## config.mk

```make
export PLATFORM = sky130hd
export DESIGN_NAME = deser_arbiter
export DESIGN_NICKNAME = d
export VERILOG_FILES = /design/src/rtl/deser_pkg.sv /design/src/rtl/deser_arbiter_rr_picker.sv /design/src/rtl/deser_arbiter.sv
export SDC_FILE = /design/constraint.sdc
export NUM_CORES = 1
export LEC_CHECK = 0
export BUFFER_PORTS_ARGS = -buffer_cell sky130_fd_sc_hd__buf_2
export CAP_MARGIN = 25
export CORE_AREA = 2 2 49 51
export CTS_BUF_LIST = sky130_fd_sc_hd__clkbuf_8
export CTS_CLUSTER_DIAMETER = 200
export DETAILED_ROUTE_END_ITERATION = 6
export DIE_AREA = 0 0 51 53
export PLACE_DENSITY = 0.87
export SYNTH_ARGS = -nofsm -noshare
export SYNTH_HDL_FRONTEND = slang
export SYNTH_SLANG_ARGS = --single-unit
```

## constraint.sdc

```tcl
create_clock -name clock_100KHz -period 1.89 [get_ports clock_100KHz]
set_input_delay 0.378 -clock clock_100KHz [delete_from_list [all_inputs] [get_ports clock_100KHz]]
set_output_delay 0.378 -clock clock_100KHz [all_outputs]
set_load 0.01 [all_outputs]
```

## src/rtl/deser_pkg.sv

```systemverilog
// deser_pkg: shared types, constants and round-robin index helpers for the
// deser_arbiter block.
package deser_pkg;

    localparam int BYTE_W = 8;

    typedef enum logic [1:0] {
        IDLE     = 2'd0,
        SHIFT    = 2'd1,
        WAIT_RDY = 2'd2
    } arb_state_t;

    // Fold an index in [0, 2n) back into [0, n).
    function automatic int unsigned rr_wrap(input int unsigned idx, input int unsigned n);
        if (idx >= n) begin
            return idx - n;
        end else begin
            return idx;
        end
    endfunction

    // Round-robin successor of idx among n requesters.
    function automatic int unsigned rr_next(input int unsigned idx, input int unsigned n);
        return rr_wrap(idx + 32'd1, n);
    endfunction

endpackage

```

## src/rtl/deser_arbiter_rr_picker.sv

```systemverilog
// rr_picker: combinational round-robin selector. Returns the first valid
// requester found searching upward (with wrap) from rr_ptr_i.
module rr_picker
    import deser_pkg::*;
#(
    parameter int NUM_REQ = 2,
    parameter int SRC_W   = $clog2(NUM_REQ)
) (
    input  logic [NUM_REQ-1:0] req_valid_i,
    input  logic [SRC_W-1:0]   rr_ptr_i,
    output logic               any_valid_o,
    output logic [SRC_W-1:0]   pick_idx_o
);

    int unsigned best_s;
    int unsigned dist_s;

    // Pick the valid requester with the smallest rotational distance from the pointer.
    always_comb begin
        any_valid_o = 1'b0;
        pick_idx_o  = '0;
        best_s      = 32'(NUM_REQ);
        dist_s      = 32'd0;
        for (int j = 0; j < NUM_REQ; j++) begin
            dist_s = rr_wrap(32'(j) + 32'(NUM_REQ) - 32'(rr_ptr_i), 32'(NUM_REQ));
            if (req_valid_i[j] && (dist_s < best_s)) begin
                best_s      = dist_s;
                pick_idx_o  = SRC_W'(j);
                any_valid_o = 1'b1;
            end else begin
                best_s = best_s;
            end
        end
    end

endmodule

```

## src/rtl/deser_arbiter.sv

```systemverilog
// deser_arbiter: round-robin sharing of one deserializer among NUM_REQ byte
// producers. The granted byte is shifted LSB-first into the deserializer, the
// recovered byte is pushed to the downstream queue with its source tag, and
// the deserializer handshake is closed with des_ack.
// Optional feature: define DESER_ARB_CHECK_EN to compare the recovered byte
// with the captured byte and raise a sticky err_mismatch on a difference.
// The deserializer is expected to be reset from ~reset_n by the enclosing
// level so that no partial byte survives a reset.
module deser_arbiter
    import deser_pkg::*;
#(
    parameter int NUM_REQ = 2,
    parameter int SRC_W   = $clog2(NUM_REQ)
) (
    input  logic                   clock_100KHz,
    input  logic                   reset_n,
    input  logic [NUM_REQ-1:0]     req_valid,
    input  logic [8*NUM_REQ-1:0]   req_data,
    output logic [NUM_REQ-1:0]     req_grant,
    input  logic                   des_status,
    output logic                   des_data_in,
    output logic                   des_write_in,
    input  logic                   des_data_ready,
    input  logic [BYTE_W-1:0]      des_data_out,
    output logic                   des_ack,
    input  logic                   q_full,
    output logic                   q_push,
    output logic [BYTE_W-1:0]      q_data,
    output logic [SRC_W-1:0]       q_src,
    output logic                   busy,
    output logic                   err_mismatch
);

    arb_state_t          state_q, state_d;
    logic [SRC_W-1:0]    rr_ptr_q, rr_ptr_d;
    logic [2:0]          bit_cnt_q, bit_cnt_d;
    logic [BYTE_W-1:0]   shreg_q, shreg_d;
    logic [SRC_W-1:0]    src_q, src_d;
    logic                any_valid_s;
    logic [SRC_W-1:0]    pick_idx_s;

    rr_picker #(
        .NUM_REQ (NUM_REQ),
        .SRC_W   (SRC_W)
    ) u_picker (
        .req_valid_i (req_valid),
        .rr_ptr_i    (rr_ptr_q),
        .any_valid_o (any_valid_s),
        .pick_idx_o  (pick_idx_s)
    );

    // State and datapath registers; async reset returns everything to idle.
    always_ff @(posedge clock_100KHz or negedge reset_n) begin
        if (!reset_n) begin
            state_q   <= IDLE;
            rr_ptr_q  <= '0;
            bit_cnt_q <= 3'd0;
            shreg_q   <= '0;
            src_q     <= '0;
        end else begin
            state_q   <= state_d;
            rr_ptr_q  <= rr_ptr_d;
            bit_cnt_q <= bit_cnt_d;
            shreg_q   <= shreg_d;
            src_q     <= src_d;
        end
    end

    // Next-state logic and Mealy outputs for grant, bit shifting and push/ack.
    always_comb begin
        state_d      = state_q;
        rr_ptr_d     = rr_ptr_q;
        bit_cnt_d    = bit_cnt_q;
        shreg_d      = shreg_q;
        src_d        = src_q;
        req_grant    = '0;
        des_data_in  = 1'b0;
        des_write_in = 1'b0;
        des_ack      = 1'b0;
        q_push       = 1'b0;
        q_data       = '0;
        q_src        = '0;
        case (state_q)
            IDLE: begin
                if (any_valid_s) begin
                    for (int j = 0; j < NUM_REQ; j++) begin
                        if (pick_idx_s == SRC_W'(j)) begin
                            req_grant[j] = 1'b1;
                            shreg_d      = req_data[j*BYTE_W +: BYTE_W];
                        end else begin
                            req_grant[j] = 1'b0;
                        end
                    end
                    src_d     = pick_idx_s;
                    bit_cnt_d = 3'd0;
                    rr_ptr_d  = SRC_W'(rr_next(32'(pick_idx_s), 32'(NUM_REQ)));
                    state_d   = SHIFT;
                end else begin
                    state_d = IDLE;
                end
            end
            SHIFT: begin
                des_data_in  = shreg_q[bit_cnt_q];
                des_write_in = des_status;
                if (des_status) begin
                    if (bit_cnt_q == 3'd7) begin
                        bit_cnt_d = 3'd0;
                        state_d   = WAIT_RDY;
                    end else begin
                        bit_cnt_d = bit_cnt_q + 3'd1;
                    end
                end else begin
                    // Deserializer not accepting: hold the bit position.
                    bit_cnt_d = bit_cnt_q;
                end
            end
            WAIT_RDY: begin
                if (des_data_ready && !q_full) begin
                    q_push  = 1'b1;
                    des_ack = 1'b1;
                    q_data  = des_data_out;
                    q_src   = src_q;
                    state_d = IDLE;
                end else begin
                    state_d = WAIT_RDY;
                end
            end
            default: begin
                state_d = IDLE;
            end
        endcase
    end

    assign busy = (state_q != IDLE);

`ifdef DESER_ARB_CHECK_EN
    logic err_q;

    // Sticky flag: recovered byte differs from the byte that was shifted in.
    always_ff @(posedge clock_100KHz or negedge reset_n) begin
        if (!reset_n) begin
            err_q <= 1'b0;
        end else if (q_push && (des_data_out != shreg_q)) begin
            err_q <= 1'b1;
        end else begin
            err_q <= err_q;
        end
    end

    assign err_mismatch = err_q;
`else
    assign err_mismatch = 1'b0;
`endif

endmodule
```

==> impl_metrics.ini <==
[finish]
layout_common_cells = 46 x buf_2, 14 x dfrtp_1, 10 x and2_1
drive_gt1_frac = 0.438
layout.cells.non_filler = 174
postLayoutCoreUtil = 0.592
diodes = 0
final_nets = 180
fillers = 188
final_area_sq_um = 1270
syn2layout_area_growth_pct = 32.9
layout_commonest_cell = buf_2

[sta]
fin_skew_ns = 0.00713
slew_violations = 0
clock.fmax_mhz = 533
setup_viol = 0
grt_setup_unrepaired = true
hold_viol = 0
min_period_ns = 1.88
whs_ns = 0.0148
tns_ns = 0
fin_crit_sh = 0.992

[floorplan]
initial_core_util = 0.446
die_w_microns = 51
die_h_microns = 53
rows = 17
dieArea_sq_um = 2700
ios = 48
core_sq_um = 2150

[synth]
synth_edf_count = 0
ys.warnings.count = 0
netlist_area_sq_um = 957
synth_seq_cells = 15
synthFlopType = dfrtp_1
synth_top_area_cell = dfrtp_1
async_reset_ff_frac = 1.00
ys_types = 35
synthCells = 101
synth.yosys.seq_area_share = 0.392
yosys.area.top_type_share = 0.392
netlist_top_cells_area = dfrtp_1 39%, and2_1 6.5%, nand3b_1 6.3%
avgSynthCellArea_sq_um = 9.48
syn_nets = 134

[clock_network]
cts.sinks = 15
htreeDepth = 1
root_buffer = clkbuf_8
cts_buffers = 3
cts_hold_buf = 0
cts_tree = done
path_clk_slew_ns = 0.07
clkLatencyLatePin_ns = 0.26
clockBufferDepth = 2

[detailed_routing]
firstDrtPassIters = 4
ant_nets = 0
first_iter_violations = 12
drt_wl_total_mm = 2.33
via_per_inst = 5.42
drt-wirelength-per-cell_microns = 13.4
route.vias.total = 943
drc = 0

[critical_path]
path_max_fanout = 5
arrival_ns = 1.50
worstSetupPathType = flop to output pin
critPathSlowestCell = dfrtp_1
path_buf_inv = 1
worstPathCellList = or2b_2, nor4_2, buf_2
end_kind = output pin
path_delay_family = simple AND/OR/NAND/NOR gates
crit_required_ns = 1.51
slowest_delay_ns = 0.45
crit_path_start_kind = flop

[grt]
grt_start_max_net_pins = 19
grt_pass1_wl_mm = 3.68
grtUsageTotal = 0.192
antenna_found_initial = 0
grt_pass1_vias = 836
overflow = 0

[placed_design]
gp_congestion = 0.840
placed_cell_area_sq_um = 1190
dp.cells = 169
hpwl_mm = 1.82
io_buffers = 46

[job]
cap_viol_max_count = 0

[power_and_ir_drop]
cellLeakagePower_nw = 0.639
vdd_ir_drop_max_v = 0.000704
power_per_cell_area_nw_per_um2 = 1140

[outcome]
run_status = complete, no violations

[hold_path]
min-delay-path-class = input pin to async pin
state kept, by name, summed over array words and instances, names as in the netlist:
signal     cells
bit_cnt_q      3
state_q        2
rr_ptr_q       1
shreg_q        8
src_q          1
cells in the mapped netlist, types with 2 or more instances:
library cell	count
inv_1	3
dfrtp_1	15
buf_4	3
buf_2	4
a22o_1	2
o21ai_0	8
ha_1	2
nand3b_1	8
and2_1	10
a31oi_1	9
nand2_1	3
a21oi_1	9
nor2_1	2
nand2b_1	2
cell families after synthesis:
kind of cell | after synthesis | synth area share
muxes | 3 | 0.0457
adders and majority gates | 2 | 0.0261
and+or+nand+nor | 36 | 0.260
buffers and inverters | 11 | 0.0614
DFF | 15 | 0.392
AOI/OAI and AO/OA | 33 | 0.210
other | 1 | 0.00392
repair_timing:
item                                    in CTS  in global routing
endpoints found under the setup margin      10                 10
resized for setup                            2                  4
setup buffers                                0                  0
pin swaps                                    2                  1
cloned                                       1                  0
endpoints found under the hold margin        0                  0
report_power, final:
| part | switching [mW] | leakage, nW | internal (mW) |
|---|---|---|---|
| Sequential | 0.128 | 0.173 | 0.467 |
| Clock | 0.119 | 0.0255 | 0.146 |
| Combinational | 0.278 | 0.441 | 0.315 |
| Total | 0.525 | 0.639 | 0.928 |
stage by stage:
step	total power, mW	setup slack (ns)
2_1_floorplan	1.01	0.304
3_3_place_gp	1.14	0.237
3_5_place_dp	1.18	0.182
4_1_cts	1.46	-0.00824
5_1_grt	1.58	-0.0553
6_report	1.45	0.0150
worst reg2reg max path, stage by stage (launching register included):
cell and delay (ns):
dfrtp_1 0.45, nor2_2 0.39, and2_1 0.37, a31oi_1 0.14
final timing paths:
check                       startpoint      endpoint  slack [ns]  cells after the start
max                         state_q[1]   des_data_in        0.01                      3
min                            reset_n    shreg_q[0]        0.01                      1
max reg2reg                 state_q[1]    shreg_q[2]        0.41                      3
min reg2reg                      src_q         src_q        0.47                      1
max in group asynchronous      reset_n  bit_cnt_q[1]        1.61                      1
min in group clock_100KHz  req_data[0]    shreg_q[0]        0.39                      3
area by class of cell:
type	count	area [sq um]	share of cell area
multi-input cells	76	558	0.439
flip-flops and latches	15	377	0.296
repair buffers	48	245	0.193
clock buffers	3	41.3	0.0324
well taps	28	35.0	0.0275
inverters	3	11.3	0.00885
clock inverters	1	5.00	0.00393
layer usage:
metal,wire [microns],global-route usage
met4,49,0.108
met5,0,0
met1,926,0.209
met2,1160,0.338
met3,187,0.0508
Note: power is estimated with default switching activity, not from simulation.
